## config.mk

```make
export PLATFORM = sky130hd
export DESIGN_NAME = cdf_ctrl_flat
export DESIGN_NICKNAME = d
export VERILOG_FILES = /design/src/rtl/cdf_ctrl_if.sv /design/src/rtl/cdf_ctrl.sv /design/src/flat_wrapper.sv
export SDC_FILE = /design/constraint.sdc
export NUM_CORES = 1
export LEC_CHECK = 0
export ABC_AREA = 1
export CAP_MARGIN = 40
export CORE_MARGIN = 1
export CORE_UTILIZATION = 39
export CTS_CLUSTER_SIZE = 30
export DETAILED_ROUTE_END_ITERATION = 8
export GPL_ROUTABILITY_DRIVEN = 0
export HOLD_SLACK_MARGIN = 0.12
export SETUP_SLACK_MARGIN = 0.15
export SLEW_MARGIN = 20
export SYNTH_ARGS = -nofsm -noshare
export SYNTH_HDL_FRONTEND = slang
export SYNTH_SLANG_ARGS = --single-unit
```

## constraint.sdc

```tcl
create_clock -name clk -period 1.55 [get_ports clk]
set_clock_uncertainty 0.05 [all_clocks]
set_input_delay 0.465 -clock clk [delete_from_list [all_inputs] [get_ports clk]]
set_output_delay 0.465 -clock clk [all_outputs]
set_load 0.02 [all_outputs]
```

## src/rtl/cdf_ctrl_if.sv

```systemverilog
// Handshake bundle between the equalization FSM / CDF datapath and cdf_ctrl.
// The master side is the controller: it consumes start/hold and drives the
// datapath command strobes and status.
interface cdf_ctrl_if;
  logic       start;
  logic       hold;
  logic       read_first_value_in;
  logic       read_next_value_in;
  logic       scratch_mem_read_ready_in;
  logic       cdf_computation_done_in;
  logic       cdf_done_in;
  logic       busy;
  logic       done;
  logic [7:0] step;

  modport master (
    input  start,
    input  hold,
    output read_first_value_in,
    output read_next_value_in,
    output scratch_mem_read_ready_in,
    output cdf_computation_done_in,
    output cdf_done_in,
    output busy,
    output done,
    output step
  );

  modport slave (
    output start,
    output hold,
    input  read_first_value_in,
    input  read_next_value_in,
    input  scratch_mem_read_ready_in,
    input  cdf_computation_done_in,
    input  cdf_done_in,
    input  busy,
    input  done,
    input  step
  );
endinterface

```

## src/rtl/cdf_ctrl.sv

```systemverilog
// CDF sequencing controller: walks the histogram eight bins per step, issuing
// a read, waiting out the memory/datapath latency, flagging compute-ready and
// strobing two write commits per step. Every output is a flop that is loaded
// together with the state transition, so nothing depends combinationally on
// start or hold.
module cdf_ctrl #(
  parameter int NUM_STEPS = 32,
  parameter int RD_LAT    = 0
) (
  input logic         clk,
  input logic         reset,
  cdf_ctrl_if.master  bus
);

  typedef enum logic [2:0] {
    IDLE,
    REQ,
    ISSUE,
    WAIT,
    READY,
    DONE0,
    DONE1,
    FINISH
  } state_t;

  localparam logic [7:0] LAST_STEP = 8'(NUM_STEPS - 1);
  localparam logic [2:0] WAIT_LOAD = 3'(RD_LAT);

  state_t     state;
  logic [7:0] step_q;
  logic [2:0] wait_cnt;
  logic       read_first_q;
  logic       read_next_q;
  logic       read_ready_q;
  logic       commit_q;
  logic       finish_q;
  logic       busy_q;

  // State walk plus output flops; each pulse is set on entry to the state
  // that owns it and cleared by the default on every other cycle.
  always_ff @(posedge clk) begin
    if (reset) begin
      state        <= IDLE;
      step_q       <= 8'd0;
      wait_cnt     <= 3'd0;
      read_first_q <= 1'b0;
      read_next_q  <= 1'b0;
      read_ready_q <= 1'b0;
      commit_q     <= 1'b0;
      finish_q     <= 1'b0;
      busy_q       <= 1'b0;
    end else begin
      read_first_q <= 1'b0;
      read_next_q  <= 1'b0;
      read_ready_q <= 1'b0;
      commit_q     <= 1'b0;
      finish_q     <= 1'b0;
      case (state)
        IDLE: begin
          if (bus.start) begin
            state  <= REQ;
            step_q <= 8'd0;
            busy_q <= 1'b1;
          end
        end
        REQ: begin
          if (!bus.hold) begin
            state        <= ISSUE;
            read_first_q <= (step_q == 8'd0);
            read_next_q  <= (step_q != 8'd0);
          end
        end
        ISSUE: begin
          wait_cnt <= WAIT_LOAD;
          state    <= WAIT;
        end
        WAIT: begin
          if (wait_cnt == 3'd0) begin
            state        <= READY;
            read_ready_q <= 1'b1;
          end else begin
            wait_cnt <= wait_cnt - 3'd1;
          end
        end
        READY: begin
          state    <= DONE0;
          commit_q <= 1'b1;
        end
        DONE0: begin
          state    <= DONE1;
          commit_q <= 1'b1;
        end
        DONE1: begin
          if (step_q == LAST_STEP) begin
            state    <= FINISH;
            finish_q <= 1'b1;
          end else begin
            step_q <= step_q + 8'd1;
            state  <= REQ;
          end
        end
        FINISH: begin
          state  <= IDLE;
          busy_q <= 1'b0;
        end
        default: begin
          state  <= IDLE;
          busy_q <= 1'b0;
        end
      endcase
    end
  end

  assign bus.read_first_value_in       = read_first_q;
  assign bus.read_next_value_in        = read_next_q;
  assign bus.scratch_mem_read_ready_in = read_ready_q;
  assign bus.cdf_computation_done_in   = commit_q;
  assign bus.cdf_done_in               = finish_q;
  assign bus.done                      = finish_q;
  assign bus.busy                      = busy_q;
  assign bus.step                      = step_q;

endmodule

```

## src/flat_wrapper.sv

```systemverilog
// flat-port wrapper written by rule: the top's interface ports become plain ports
module cdf_ctrl_flat 
#(
  parameter int NUM_STEPS = 32,
  parameter int RD_LAT    = 0
)
  (clk, reset, bus_start, bus_hold, bus_read_first_value_in, bus_read_next_value_in, bus_scratch_mem_read_ready_in, bus_cdf_computation_done_in, bus_cdf_done_in, bus_busy, bus_done, bus_step);
  cdf_ctrl_if bus_i ();
  input logic clk;
  input logic reset;
  input wire logic [$bits(bus_i.start)-1:0] bus_start;
  input wire logic [$bits(bus_i.hold)-1:0] bus_hold;
  output wire logic [$bits(bus_i.read_first_value_in)-1:0] bus_read_first_value_in;
  output wire logic [$bits(bus_i.read_next_value_in)-1:0] bus_read_next_value_in;
  output wire logic [$bits(bus_i.scratch_mem_read_ready_in)-1:0] bus_scratch_mem_read_ready_in;
  output wire logic [$bits(bus_i.cdf_computation_done_in)-1:0] bus_cdf_computation_done_in;
  output wire logic [$bits(bus_i.cdf_done_in)-1:0] bus_cdf_done_in;
  output wire logic [$bits(bus_i.busy)-1:0] bus_busy;
  output wire logic [$bits(bus_i.done)-1:0] bus_done;
  output wire logic [$bits(bus_i.step)-1:0] bus_step;
  assign bus_i.start = bus_start;
  assign bus_i.hold = bus_hold;
  assign bus_read_first_value_in = bus_i.read_first_value_in;
  assign bus_read_next_value_in = bus_i.read_next_value_in;
  assign bus_scratch_mem_read_ready_in = bus_i.scratch_mem_read_ready_in;
  assign bus_cdf_computation_done_in = bus_i.cdf_computation_done_in;
  assign bus_cdf_done_in = bus_i.cdf_done_in;
  assign bus_busy = bus_i.busy;
  assign bus_done = bus_i.done;
  assign bus_step = bus_i.step;
  cdf_ctrl #(.NUM_STEPS(NUM_STEPS), .RD_LAT(RD_LAT)) u_core (.clk(clk), .reset(reset), .bus(bus_i));
endmodule
```

# Word-level counts from Yosys, hierarchy flattened
# Cells that the tools add are included.
# word_totals
word_cells,57
in_bits,4
regBits,20
out_inout_bits,15
# classes
muxes,15
n_eq_ne,13
n_reduce_logical,15
n_addsub,2
n_bitwise,3
# op_table
op,count
$pmux 3 s8,1
$mux 8,2
$pmux 8 s2,1
$mux 3,5
$eq 3x3->1 const B,4
$add 8x1->8 const B,1
$eq 8x5->1 const B,1
$logic_not 8->1,1
$ne 2x2->1 const B,4
$reduce_bool 8->1,1
$eq 3x2->1 const B,2
$logic_not 3->1,2
$pmux 3 s2,1
$reduce_and 3->1,2
$reduce_bool 2->1,3
$reduce_or 2->1,3
$mux 1,4
$reduce_and 2->1,2
$eq 3x1->1 const B,1
$not 1->1,3
$reduce_or 3->1,1
$sub 3x1->3 const B,1
$ne 2x1->1 const B,1
$pmux 1 s2,1

# Longest topological paths before layout
# logic_depth
depth_word,3
ltp_mapped,9
depth_no_buf,9

# Worst setup path before layout
# OpenSTA, ideal clock, no wires.
# synth_timing
kind,register to register
startpoint,"reg u_core.step_q[1], in the netlist u_core.bus.step[1]"
endpoint,"reg u_core.step_q[0], in the netlist u_core.bus.step[0]"
setup_time_ns,0.110
n_path_buf,1
t_arrival_ns,1.328
t_required_ns,1.390
synth_period_minus_slack_ns,1.488
path_stages_with_launch,10
path_slack_ns,0.062
path_cell_list,dfxtp_1 > ha_1 > nand2_1 > nor2_1 > nand3_2 > buf_6 > nand3_1 > nand2_1 > inv_1 > nor2_1
# synth_via
elab_chain_len,3
# synth_rtl
element,line_no,rtl
"start, declared",cdf_ctrl.sv:30,logic [7:0] step_q;
"start signal, assigned",cdf_ctrl.sv:98,step_q <= step_q + 8'd1;
$eq 8x5->1,cdf_ctrl.sv:94,if (step_q == LAST_STEP) begin
$ne 2x2->1 (no line),-,
$reduce_and 3->1 (no line),-,
# Every way passes these cells.
# A chain may end at the register's enable or synchronous reset.

# Worst setup path in the final report
# layout_timing
startpoint,"reg u_core.step_q[0], in the netlist u_core.bus.step[0]"
endpoint,out bus_step[0]
# layout_lines
element,line_no,rtl
"end, declared",flat_wrapper.sv:20,output wire logic [$bits(bus_i.step)-1:0] bus_step;
# No word-level cell between the ends.

==> results.sh <==
export IMPL_ys_top_cells_by_area="dfxtp_1 38%, nand2_1 14%, inv_1 8.5%, nand3_1 8.1%, nor2_1 7.8%"
export IMPL_critPathKind="flop to output pin"
export IMPL_min_path_cells=1
export IMPL_grt_pass1_vias=899
export IMPL_ff2ff_path_depth=8
export IMPL_worst_pin_slew_ns=0.235
export IMPL_synth_xor_area_frac=0
export IMPL_synthAdderAreaFrac=0.0474
export IMPL_grt_overflow_total=0
export IMPL_synth_simple_area_share=0.382
export IMPL_clock_latency_ns=0.30
export IMPL_finalSetupTns_ns=0
export IMPL_largest_reg_flops=8
export IMPL_synth_compound_area_frac=0.0758
export IMPL_syn_nets=168
export IMPL_final_min_clock_period_ns=1.41
export IMPL_run_status="complete, no violations"
export IMPL_wl_per_cell_um=10.5
export IMPL_fin_util=0.548
export IMPL_hp_start="u_core.state[1]"
export IMPL_regToRegStartpoint="u_core.bus.step[1]"
export IMPL_yosysWarnings=0
export IMPL_cts_sinks=20
export IMPL_crit_required_ns=1.03
export IMPL_syn_avg_cell_area_um2=6.60
export IMPL_cap_violations=0
export IMPL_period_share=0.911
export IMPL_initial_core_util=0.419
export IMPL_vias_per_cell=4.67
export IMPL_port_buffers=18
export IMPL_grt_usage=0.182
export IMPL_die_x_um=54.0
export IMPL_grt_max_degree=12
export IMPL_drive_gt1_frac=0.287
export IMPL_clockBufferDepth=2
export IMPL_yosysUniqueCellTypes=21
export IMPL_ys_ff_latch=20
export IMPL_grt_antenna_before_repair=0
export IMPL_r2r_end="u_core.bus.step[5]"
export IMPL_min_to="u_core.bus.cdf_computation_done_in"
export IMPL_rows=18
export IMPL_rrSetupSlack_ns=0.16
export IMPL_yosysTopAreaCell="dfxtp_1"
export IMPL_hold_ws_ns=0.444
export IMPL_coreArea_um2=2520
export IMPL_synth_top_family_by_area="simple AND/OR/NAND/NOR gates"
export IMPL_die_y_um=54.0
export IMPL_start_kind="flop"
export IMPL_final_antenna_net_count=0
export IMPL_cts_buffers=3
export IMPL_p_per_area_nw_per_um2=758
export IMPL_netlist_instances=160
export IMPL_boundaryPins=19
export IMPL_h_tree_depth=1
export IMPL_dpl_hpwl_mm=1.80
export IMPL_hold_class="flop to flop"
export IMPL_peakVddDrop_mv=0.520
export IMPL_muxShareOfSynthArea=0
export IMPL_vias=1051
export IMPL_hold_violations=0
export IMPL_max_slew_margin=0.843
export IMPL_slew_viol_final=0
export IMPL_rsz0062_at_grt="true"
export IMPL_setup_violations=0
export IMPL_crit_path_end_kind="output pin"
export IMPL_drc_errors=0
export IMPL_layout_nets=204
export IMPL_antenna_cells=0
export IMPL_leakagePower_uw=0.000683
export IMPL_wirelength_mm=2.36
export IMPL_cp_arrival_ns=0.90
export IMPL_die_area_um2=2920
export IMPL_drtPass1Iterations=4
export IMPL_pre_cts_slack_ns=-0.168
export IMPL_path_clk_slew_ns=0.12
export IMPL_ys_seq_area_frac=0.379
export IMPL_drt_iter0_markers=21
export IMPL_cp_max_fo=2
export IMPL_layout_commonest_cell="nand2_1"
export IMPL_cts_tree="yes"
export IMPL_most_common_layout_cells="38 x nand2_1, 22 x inv_1, 20 x nor2_1, 17 x nand3_1, 16 x dfxtp_1"
export IMPL_p_total_uw=1050
export IMPL_grt_pass1_wl_mm=3.84
export IMPL_synth_area_um2=1060
export IMPL_root_buffer="clkbuf_4"
export IMPL_worst_slack_ns=0.138
export IMPL_max_freq_mhz=708
export IMPL_synth_top_area_share=0.379
export IMPL_syn2layout_area_growth_pct=30.8
worst max-delay path by stage:
stage,start,end,cells past startpoint
after floorplan,u_core.bus.step[1],u_core.bus.step[0],9
after global placement,bus_start,u_core.bus.step[6],8
after detailed placement,bus_start,u_core.bus.step[1],8
after CTS,u_core.bus.step[0],u_core.bus.step[5],8
after global routing,u_core.bus.step[1],u_core.bus.step[5],9
final,u_core.bus.step[0],bus_step[0],2
Yosys cell counts:
| cell | n |
|---|---|
| dfxtp_1 | 20 |
| clkbuf_1 | 1 |
| nor3_1 | 2 |
| o21ai_0 | 4 |
| inv_1 | 24 |
| nor2_1 | 22 |
| ha_1 | 4 |
| nand3_1 | 17 |
| inv_4 | 1 |
| o21ai_1 | 1 |
| nand2_1 | 40 |
| nand3b_1 | 1 |
| nand3_2 | 3 |
| nand4_1 | 2 |
| nand2_2 | 1 |
| buf_6 | 1 |
| buf_4 | 1 |
| nor2_2 | 1 |
| or2_2 | 2 |
| inv_2 | 1 |
| a21oi_1 | 11 |
power by group:
group	total (µW)	switching (µW)	internal, µW
registers	551	15.4	535
logic	186	118	68.4
clock network	310	167	143
timing repair:
item	in CTS	in global routing
gates cloned	0	0
pin swaps	0	5
setup endpoints to repair	16	15
hold buffers	0	0
resized for setup	59	17
setup buffers	0	2
endpoints found under the hold margin	0	0
layout make-up:
| type | instances | area (µm²) |
|---|---|---|
| Clock buffer | 4 | 36.3 |
| Fill cell | 261 | 1140 |
| Inverter | 26 | 100 |
| Multi-Input combinational cell | 111 | 567 |
| Sequential cell | 20 | 405 |
| Tap cell | 30 | 37.5 |
| Timing Repair Buffer | 34 | 235 |
kinds of logic (layout without fill, tap and decap cells):
group,after synthesis,count (layout)
flops,20,20
simple gates,91,91
compound gates,16,16
fa+ha+maj,4,4
buf+inv,29,64
routing by layer:
metal / wire length (µm) / up-vias / track usage
met3: 98 / 2 / 0.0254
met2: 1090 / 26 / 0.305
met5: 0 / - / 0
met4: 10 / 0 / 0.0641
met1: 1160 / 455 / 0.237
li1: - / 568 / -
per-stage QoR:
stage,area (µm²),instances
floorplan,1060,160
finish,1380,225
detailed placement,1360,219
CTS,1340,223
global placement,1360,219
global route,1380,225
worst max-delay path: stages (launching register included):
cell     delay, ns
dfxtp_2       0.34
buf_4         0.13
buf_6         0.12
(Power assumes the default switching activity.)
